===== src/rtl/e203_brslv_pkg.sv =====
// Shared types and constants for the registered branch-resolve stage.
//   flush_kind_e : cause of a pending flush (BJP/FENCEI/MRET/DRET)
//   brslv_state_e: resolve FSM state (IDLE/PEND)
//   INC_RVC/INC_RV32: sequential PC increment for 16/32-bit instructions
package e203_brslv_pkg;

    typedef enum logic [1:0] {
        KIND_BJP    = 2'd0,
        KIND_FENCEI = 2'd1,
        KIND_MRET   = 2'd2,
        KIND_DRET   = 2'd3
    } flush_kind_e;

    typedef enum logic {
        ST_IDLE = 1'b0,
        ST_PEND = 1'b1
    } brslv_state_e;

    localparam int unsigned INC_RVC  = 2;
    localparam int unsigned INC_RV32 = 4;

endpackage


===== src/rtl/e203_sat_cnt.sv =====
// Saturating up-counter with synchronous clear.
//   clk, rst : clock, synchronous active-high reset
//   inc      : count up by one (held at all-ones once reached)
//   clr      : synchronous clear, wins over inc
//   cnt      : current count
module e203_sat_cnt
    import e203_brslv_pkg::*;
#(
    parameter int unsigned W = 16
) (
    input  logic         clk,
    input  logic         rst,
    input  logic         inc,
    input  logic         clr,
    output logic [W-1:0] cnt
);

    logic [W-1:0] cnt_q, cnt_d;

    always_comb begin
        cnt_d = cnt_q;
        if (clr) begin
            cnt_d = '0;
        end else if (inc && (cnt_q != '1)) begin
            cnt_d = cnt_q + W'(1);
        end
    end

    always_ff @(posedge clk) begin
        if (rst) begin
            cnt_q <= '0;
        end else begin
            cnt_q <= cnt_d;
        end
    end

    assign cnt = cnt_q;

endmodule


===== src/rtl/e203_exu_brslv_reg.sv =====
// Registered branch-resolve stage at the EXU commit point.
// Inputs : committed instruction (valid/rv32/class bits/prediction/pc/imm),
//          mepc/dpc, pending non-ALU flush, IFU flush ack, perf_clr.
// Outputs: cmt_i_ready, registered flush request/target/kind, one-cycle
//          mret/dret/fencei enables on the flush handshake, and saturating
//          BJP / mispredict performance counters.
// rst_n is a synchronous ACTIVE-HIGH reset despite its name.
module e203_exu_brslv_reg
    import e203_brslv_pkg::*;
#(
    parameter int unsigned XLEN   = 32,
    parameter int unsigned RVC_EN = 1,
    parameter int unsigned CNT_W  = 16
) (
    input  logic             clk,
    input  logic             rst_n,
    input  logic             cmt_i_valid,
    output logic             cmt_i_ready,
    input  logic             cmt_i_rv32,
    input  logic             cmt_i_bjp,
    input  logic             cmt_i_fencei,
    input  logic             cmt_i_mret,
    input  logic             cmt_i_dret,
    input  logic             cmt_i_bjp_prdt,
    input  logic             cmt_i_bjp_rslv,
    input  logic [XLEN-1:0]  cmt_i_pc,
    input  logic [XLEN-1:0]  cmt_i_imm,
    input  logic [XLEN-1:0]  csr_epc_r,
    input  logic [XLEN-1:0]  csr_dpc_r,
    input  logic             nonalu_excpirq_flush_req_raw,
    output logic             brchmis_flush_req,
    input  logic             brchmis_flush_ack,
    output logic [XLEN-1:0]  brchmis_flush_pc,
    output logic [1:0]       brchmis_flush_kind,
    output logic             cmt_mret_ena,
    output logic             cmt_dret_ena,
    output logic             cmt_fencei_ena,
    input  logic             perf_clr,
    output logic [CNT_W-1:0] perf_bjp_cnt,
    output logic [CNT_W-1:0] perf_mis_cnt
);

    brslv_state_e    state_q, state_d;
    logic [XLEN-1:0] pc_q, pc_d;
    flush_kind_e     kind_q, kind_d;

    logic            is_br, bjp_mis, need_flush, accept;
    flush_kind_e     kind_sel;
    logic [XLEN-1:0] inc, add_b, sum, tgt;

    assign is_br      = cmt_i_bjp | cmt_i_fencei | cmt_i_mret | cmt_i_dret;
    assign bjp_mis    = cmt_i_bjp & (cmt_i_bjp_prdt ^ cmt_i_bjp_rslv);
    assign need_flush = bjp_mis | cmt_i_fencei | cmt_i_mret | cmt_i_dret;
    assign accept     = cmt_i_valid & cmt_i_ready;

    always_comb begin
        kind_sel = KIND_BJP;
        if (cmt_i_dret) begin
            kind_sel = KIND_DRET;
        end else if (cmt_i_mret) begin
            kind_sel = KIND_MRET;
        end else if (cmt_i_fencei) begin
            kind_sel = KIND_FENCEI;
        end
    end

    // Single adder: pc+imm only for a not-predicted-but-taken BJP, otherwise
    // pc+inc (fence.i and predicted-taken-but-not-taken BJP).
    assign inc   = ((RVC_EN != 0) && !cmt_i_rv32) ? XLEN'(INC_RVC) : XLEN'(INC_RV32);
    assign add_b = ((kind_sel == KIND_BJP) && !cmt_i_bjp_prdt && cmt_i_bjp_rslv)
                   ? cmt_i_imm : inc;
    assign sum   = cmt_i_pc + add_b;
    assign tgt   = (kind_sel == KIND_DRET) ? csr_dpc_r :
                   (kind_sel == KIND_MRET) ? csr_epc_r : sum;

    always_comb begin
        state_d        = state_q;
        pc_d           = pc_q;
        kind_d         = kind_q;
        cmt_i_ready    = 1'b0;
        cmt_mret_ena   = 1'b0;
        cmt_dret_ena   = 1'b0;
        cmt_fencei_ena = 1'b0;
        case (state_q)
            ST_IDLE: begin
                // A pending non-ALU flush blocks branch-class commits only.
                cmt_i_ready = ~is_br | ~nonalu_excpirq_flush_req_raw;
                if (cmt_i_valid && cmt_i_ready && need_flush) begin
                    state_d = ST_PEND;
                    pc_d    = tgt;
                    kind_d  = kind_sel;
                end
            end
            ST_PEND: begin
                if (brchmis_flush_ack) begin
                    state_d        = ST_IDLE;
                    cmt_mret_ena   = (kind_q == KIND_MRET);
                    cmt_dret_ena   = (kind_q == KIND_DRET);
                    cmt_fencei_ena = (kind_q == KIND_FENCEI);
                end
            end
            default: state_d = ST_IDLE;
        endcase
    end

    always_ff @(posedge clk) begin
        if (rst_n) begin
            state_q <= ST_IDLE;
            pc_q    <= '0;
            kind_q  <= KIND_BJP;
        end else begin
            state_q <= state_d;
            pc_q    <= pc_d;
            kind_q  <= kind_d;
        end
    end

    assign brchmis_flush_req  = (state_q == ST_PEND);
    assign brchmis_flush_pc   = pc_q;
    assign brchmis_flush_kind = kind_q;

    e203_sat_cnt #(.W(CNT_W)) u_bjp_cnt (
        .clk (clk),
        .rst (rst_n),
        .inc (accept & cmt_i_bjp),
        .clr (perf_clr),
        .cnt (perf_bjp_cnt)
    );

    e203_sat_cnt #(.W(CNT_W)) u_mis_cnt (
        .clk (clk),
        .rst (rst_n),
        .inc (accept & bjp_mis),
        .clr (perf_clr),
        .cnt (perf_mis_cnt)
    );

endmodule


===== config.mk =====
export PLATFORM = sky130hd
export DESIGN_NAME = e203_exu_brslv_reg
export DESIGN_NICKNAME = d
export VERILOG_FILES = /design/src/rtl/e203_brslv_pkg.sv /design/src/rtl/e203_sat_cnt.sv /design/src/rtl/e203_exu_brslv_reg.sv
export SDC_FILE = /design/constraint.sdc
export NUM_CORES = 1
export LEC_CHECK = 0
export CAP_MARGIN = 25
export CORE_UTILIZATION = 48
export DETAILED_ROUTE_END_ITERATION = 12
export PLACE_DENSITY = 0.88
export SETUP_SLACK_MARGIN = 0.5
export SLEW_MARGIN = 20
export SYNTH_ARGS = -nofsm -noshare
export SYNTH_HDL_FRONTEND = slang
export SYNTH_SLANG_ARGS = --single-unit

===== constraint.sdc =====
create_clock -name clk -period 9.4 [get_ports clk]
set_input_delay 2.35 -clock clk [delete_from_list [all_inputs] [get_ports clk]]
set_output_delay 2.35 -clock clk [all_outputs]
set_load 0.01 [all_outputs]

==> summary.txt, run 1 <==
Global route
  – Initial antenna violation count: 0
  – GR Util All Layers: between 30 and 40%
  – Pin count of the biggest net entering global routing: 35
  – GRT overflow: 0
  – Global-route wire length before repair: 29700 um
  – Number of global-route vias before repair: 5987

Placed design
  – Placed insts: slightly below 1000
  – GPL Wtd Cong: about 0.94
  – Hpwl dp: 14600 um
  – Post-Place Setup Slack: 2590 ps
  – IO buf count: 211

CTS
  – Clk buf depth: 2
  – Root Buffer Master: clkbuf_8
  – Worst-Skew Late Latency: 350 ps
  – H-tree depth: 3
  – Post-CTS sizing: 0
  – Post-CTS Hold Fix Bufs: 0
  – TritonCTS clock tree: built
  – CTS sink count: 67
  – CTS clk-pin slew, worst paths: 90 ps
  – TritonCTS buffer count: 9
  – Post-CTS Setup Bufs: 0

STA
  – Endpoints failing setup: 0
  – Final Cycle Share: 72.6%
  – Final setup margin: 2580 ps
  – FMAX: 147 MHz
  – Final Hold Viols: 0
  – Clk_skew: between 15 and 20 ps
  – Setup_tns: 0 ps
  – Unrepaired setup endpoints after global routing: false
  – Rel. slew slack: 33.9%
  – Slew Limit Fails: 0
  – Crit path time final: around 6800 ps
  – Worst-margin pin slew: between 900 and 1000 ps

Worst setup path
  – Worst setup SP type: input port
  – Buffers & Inverters on Critical Path: 3
  – Crit Path Class: input port to output port
  – CP max stage cell: clkdlybuf4s50_1
  – Worst R2R Path Depth: 8
  – Critical Path AT: 4470 ps
  – CP delay by family, top: buffers and inverters
  – Largest fanout on the critical path: 20
  – Reg2Reg Launch Point: brchmis_flush_req
  – Reg-to-reg slack, setup: 6800 ps
  – CP required: roughly 7100 ps
  – Most frequent CP cell: clkdlybuf4s50_1
  – Critical Path, Cell by Cell: clkdlybuf4s50_1, buf_4, or2_2, or3_1, a21oi_1, clkdlybuf4s50_1
  – Worst flop-to-flop path endpoint: u_mis_cnt.cnt[15]
  – Delay of the slowest critical-path stage: 560 ps
  – Setup crit end kind: output port

Synthesis
  – Async S/R FF share, synth: 0%
  – Seq cells post-synth: 67
  – Synth unique cells: between 70 and 80
  – Syn_nets: 842
  – Synth top area share: 25.8%
  – Synthesized area: 5190 um2
  – EDFF count, synth: 0
  – Syn Area/Cell: 7.78 um2
  – Most frequent cells after synthesis: dfxtp_1 (67), nand2_1 (67), nor2_1 (65)
  – Dominant synthesized flop cell: dfxtp_1
  – Register area share after synthesis: 25.8%
  – Area leader, netlist: dfxtp_1
  – Syn Inst Count: 667
  – Yosys warnings: 0
  – Synth area leaders: dfxtp_1 (26%), ha_1 (8.0%), a21oi_1 (5.4%)

Power
  – Int Pwr: 0.574 mW
  – Power per Cell Area: 104 nW/um2
  – Net Sw Frac: 27.6%
  – Worst vdd ir: 0.0609 mV
  – LEAKAGE: roughly 2.8 nW
  – NetSw: 0.219 mW
  – Flop pwr share: 37.8%
  – Clock group share of total power: 37.7%
  – Comb pwr share: around 25%

Drt
  – Routed WL per cell: 18.6 um
  – Via density: 5.99
  – Drt first pass iters: 5
  – Wirelength, routed: around 19000 um
  – DRC viols: 0
  – Initial DRC count: 396
  – Via count: 5991
  – Final ANT Viol Nets: 0

Final layout
  – Area Growth Syn to Fin: 47.0%
  – Layout cells sized above 1: 5.67%
  – Total inserted antenna cells: 0
  – FILL cells: 801
  – Final cell count without fillers: 1000
  – Post-layout util: 73.2%
  – Layout net count: 1034

Floorplan
  – Starting Density: 49.8%
  – Floorplan Core Area: about 10000 um2
  – I/O Pins: around 210
  – DIE AREA: 11200 um2
  – # rows: 37
  – Die height: 106 um
  – Die W: between 100 and 150 um

Hold path
  – Hold Path Class: flip-flop to flip-flop
  – Worst Hold End: brchmis_flush_pc[27]
  – Hold path start: brchmis_flush_pc[27]
  – Hold Crit Depth: 1

Flow run
  – Max_cap viols: 0

Outcome
  – Status: finished, final reports clean
state kept, by name, summed over array words and instances, names as in the netlist:
name	cells
brchmis_flush_pc	32
u_bjp_cnt.cnt	16
u_mis_cnt.cnt	16
brchmis_flush_kind	2
brchmis_flush_req	1
cells in the final DEF, fill, tap and decap left out, drive strengths merged, types with 7 or more instances in the layout:
cell type / synthesis / final
clkdlybuf4s50: 0 / 211
nand2: 67 / 67
dfxtp: 67 / 67
nor2: 65 / 65
a21oi: 58 / 58
and2: 35 / 35
o21ai: 35 / 35
nand3: 34 / 34
ha: 33 / 33
xor2: 29 / 29
xnor2: 22 / 22
o211ai: 21 / 21
nand4: 13 / 13
inv: 12 / 12
clkbuf: 21 / 10
or3: 9 / 9
nor3: 9 / 9
and3: 9 / 9
a21o: 8 / 8
a211oi: 7 / 7
o221ai: 7 / 7
buf: 16 / 7
worst max path at each step:
stage | startpoint | end | slack (ps) | cells after the start
after floorplan | cmt_i_mret | brchmis_flush_pc[24] | 3500 | 16
after global placement | cmt_i_dret | cmt_i_ready | 2580 | 6
after detailed placement | cmt_i_dret | cmt_i_ready | 2590 | 6
after CTS | cmt_i_dret | cmt_i_ready | 2580 | 6
after global routing | cmt_i_dret | cmt_i_ready | 2500 | 6
final | cmt_i_dret | cmt_i_ready | 2580 | 6
kinds of logic (layout without fill, tap and decap cells):
| logic type | after synthesis | count (layout) | share of synthesized area, % |
|---|---|---|---|
| compound gates | 188 | 188 | 25.5 |
| xor+xnor | 51 | 51 | 8.60 |
| fa+ha+maj | 34 | 34 | 8.34 |
| buf+inv | 50 | 247 | 3.98 |
| flops | 67 | 67 | 25.8 |
| mux | 8 | 8 | 1.59 |
| simple gates | 269 | 269 | 26.1 |
metrics by stage:
step / hold slack [ps] / cell area [um2] / total power, mW
3_5_place_dp: 440 / 7370 / 0.495
3_3_place_gp: 436 / 7370 / 0.492
4_1_cts: 460 / 7610 / 0.793
5_1_grt: 478 / 7630 / 0.823
6_report: 457 / 7630 / 0.793
2_1_floorplan: 471 / 5190 / 0.388
metal layers:
| metal | vias up | wire length, um | GRT usage (%) | share of wire [%] |
|---|---|---|---|---|
| met4 | 0 | 665 | 14.0 | 3.6 |
| met3 | 58 | 1480 | 7.05 | 7.9 |
| met5 | - | 0 | 0 | 0 |
| li1 | 2814 | - | - | - |
| met2 | 313 | 8860 | 57.2 | 48 |
| met1 | 2806 | 7630 | 40.5 | 41 |
layout make-up:
cell class                      instances  area (um2)  area share (%)
Clock inverter                          6         114            1.49
Multi-Input combinational cell        550        3660            47.9
Tap cell                              136         170            2.23
Sequential cell                        67        1340            17.6
Timing Repair Buffer                  218        2170            28.5
Clock buffer                           10         128            1.67
Inverter                               13        48.8           0.640
power by group through the flow:
stage                     Combinational, mW  Clock, mW  Sequential (mW)
after global placement                0.186          0            0.306
final                                 0.194      0.299            0.300
after global routing                  0.207      0.315            0.301
after detailed placement              0.189          0            0.306
after floorplan                      0.0790          0            0.309
after CTS                             0.190      0.303            0.300
No activity file was read; power rests on OpenSTA's default activity.
==> run 2: changes to the inputs <==
--- a/config.mk
+++ b/config.mk
@@ -6,9 +6,9 @@
 export NUM_CORES = 1
 export LEC_CHECK = 0
 export CAP_MARGIN = 25
-export CORE_UTILIZATION = 48
+export CORE_UTILIZATION = 40
 export DETAILED_ROUTE_END_ITERATION = 12
-export PLACE_DENSITY = 0.88
+export PLACE_DENSITY = 0.78
 export SETUP_SLACK_MARGIN = 0.5
 export SLEW_MARGIN = 20
 export SYNTH_ARGS = -nofsm -noshare
==> constraint.sdc (replaced) <==
create_clock -name clk -period 5.8 [get_ports clk]
set_input_delay 1.45 -clock clk [delete_from_list [all_inputs] [get_ports clk]]
set_output_delay 1.45 -clock clk [all_outputs]
set_load 0.01 [all_outputs]
==> run 2 against run 1 <==
Routed wire length down 8.2%. Clock skew down 11 ps. Sequential share of layout area down 0.27 points. First-iteration DRC count down 1.0%. Sequential power up 62%. Cell count up 3.8%. Critical path depth up 10. Sequential cell count unchanged. Critical endpoint is now brchmis_flush_pc[28].
==> summary.txt, run 2 (synthesized netlist as in run 1, its figures left out) <==
Worst setup path
  – Critical Path AT: 5290 ps
  – CP max stage cell: clkdlybuf4s50_1
  – Reg2Reg Launch Point: brchmis_flush_req
  – Worst flop-to-flop path endpoint: brchmis_flush_pc[25]
  – Largest fanout on the critical path: 33
  – Worst setup SP type: input port
  – CP required: 6010 ps
  – Worst R2R Path Depth: 6
  – Setup crit end kind: flip-flop
  – Worst setup startpoint: cmt_i_mret
  – Crit Path Class: input port to flip-flop
  – Delay of the slowest critical-path stage: roughly 470 ps
  – Reg-to-reg slack, setup: 3360 ps
  – Worst Setup EP: brchmis_flush_pc[28]
  – Critical Path, Cell by Cell: clkdlybuf4s50_1, or2_2, nor4b_4, buf_8, and2_1, ha_1, inv_1, fa_1, nor2b_2, o2111ai_1, a31oi_1, and4bb_1, o21ai_2, a21boi_2, xnor2_1, a221o_1

Final layout
  – Post-route cell area: 7750 um2
  – Final cell count without fillers: a little over 1000
  – Commonest non-fill, non-tap cell in the layout: clkdlybuf4s50_1
  – Multi-input gate area: 3660 um2
  – Most frequent cells in the layout: clkdlybuf4s50_1 (211), nand2_1 (67), dfxtp_1 (67)
  – Total inserted antenna cells: 0
  – Layout cells sized above 1: 6.00%
  – Largest register FFs: 32
  – FILL cells: around 1200
  – Layout net count: roughly 1000
  – Register area: 1340 um2
  – Post-layout util: between 60% and 70%
  – Area Growth Syn to Fin: 49.3%

CTS
  – TritonCTS buffer count: 9
  – Post-CTS Setup Bufs: 0
  – Clk buf depth: 2
  – CTS sink count: 67
  – H-tree depth: 3
  – Root Buffer Master: clkbuf_16
  – TritonCTS clock tree: built
  – CTS clk-pin slew, worst paths: 60 ps
  – Worst-Skew Late Latency: 330 ps

Global route
  – Initial antenna violation count: 0
  – Pin count of the biggest net entering global routing: 35
  – GR Util All Layers: 25.4%
  – Number of global-route vias before repair: 5280
  – Global-route wire length before repair: 26600 um
  – GRT overflow: 0

Floorplan
  – DIE AREA: 13400 um2
  – Floorplan Core Area: between 10000 and 15000 um2
  – Starting Density: 41.1%
  – # rows: 41
  – Die W: 116 um
  – I/O Pins: 212
  – Die height: between 100 and 150 um

Placed design
  – Hpwl dp: 13400 um
  – Placed insts: just over 1000
  – GPL Wtd Cong: between 0.9 and 1
  – Placed Area: between 7000 and 8000 um2
  – IO buf count: 211

STA
  – Unrepaired setup endpoints after global routing: false
  – Endpoints failing setup: 0
  – Crit path time final: 5080 ps
  – FMAX: just under 200 MHz
  – Final Cycle Share: between 80% and 90%
  – Slew Limit Fails: 0
  – Final Hold Viols: 0
  – Setup_tns: 0 ps
  – Rel. slew slack: between 40% and 50%
  – Worst-margin pin slew: 775 ps
  – Clk_skew: between 5 and 6 ps

Drt
  – Via count: about 5700
  – Initial DRC count: 392
  – Final ANT Viol Nets: 0
  – Routed WL per cell: 16.5 um
  – Via density: 5.49
  – Wirelength, routed: 17100 um
  – DRC viols: 0
  – Drt first pass iters: 5

Power
  – Worst vdd ir: 0.128 mV
  – LEAKAGE: 2.84 nW
  – Power Total: 1.34 mW
  – Power per Cell Area: between 150 and 200 nW/um2

Hold path
  – Hold path start: brchmis_flush_pc[0]
  – Hold Path Class: flip-flop to flip-flop

Flow run
  – Max_cap viols: 0

Outcome
  – Status: finished, final reports clean
## run 2: cell types whose count changed in the layout (fill, tap and decap cells not counted), moves of 2 or more
cell,previous run,this run
clkbuf_8,9,0
bufinv_16,3,1
clkbuf_16,0,9
clkinv_2,0,2
## run 2: stage by stage
stage | setup slack, ps | hold slack (ps)
5_1_grt | 533 | 464
6_report | 723 | 451
4_1_cts | 623 | 453
3_5_place_dp | 296 | 439
3_3_place_gp | 397 | 440
2_1_floorplan | 802 | 471
## run 2: how the worst min path moves through the flow
stage,end,slack (ps),cells after the start
final,brchmis_flush_pc[0],450,2
after global routing,brchmis_flush_pc[27],460,1
after CTS,brchmis_flush_pc[27],450,1
after detailed placement,brchmis_flush_pc[27],440,1
after global placement,brchmis_flush_pc[27],440,1
after floorplan,brchmis_flush_pc[21],470,2
## run 2: final cells by class
class	count	area share (%)
tap	172	2.78
clock inverter	6	0.840
multi-input combinational	550	47.2
inverter	13	0.630
clock buffer	10	2.95
sequential	67	17.3
timing repair buffer	220	28.3
## run 2: critical path: cells and delay by family
| kind | cells | cell delay (ps) |
|---|---|---|
| compound gates | 5 | 1060 |
| xor+xnor | 1 | 120 |
| fa+ha+maj | 2 | 570 |
| buf+inv | 3 | 770 |
| simple gates | 5 | 1290 |
## run 2: report_power, final
group	switching [mW]	internal (mW)	leakage, nW	total, mW
sequential	0.0108	0.476	0.544	0.487
clock	0.212	0.334	0.143	0.545
combinational	0.139	0.169	2.15	0.308
total	0.362	0.978	2.84	1.34
## run 2: per-layer routing
| metal | global-route usage (%) | wire length (um) | vias to the layer above |
|---|---|---|---|
| li1 | - | - | 2821 |
| met1 | 34.2 | 7540 | 2590 |
| met2 | 41.4 | 7760 | 256 |
| met3 | 4.71 | 1450 | 27 |
| met4 | 7.26 | 353 | 0 |
| met5 | 0 | 0 | - |
## run 2: what timing repair did
item | CTS | global route
gates resized for setup | 0 | 3
endpoints found under the setup margin | 0 | 2
hold buffers | 0 | 0
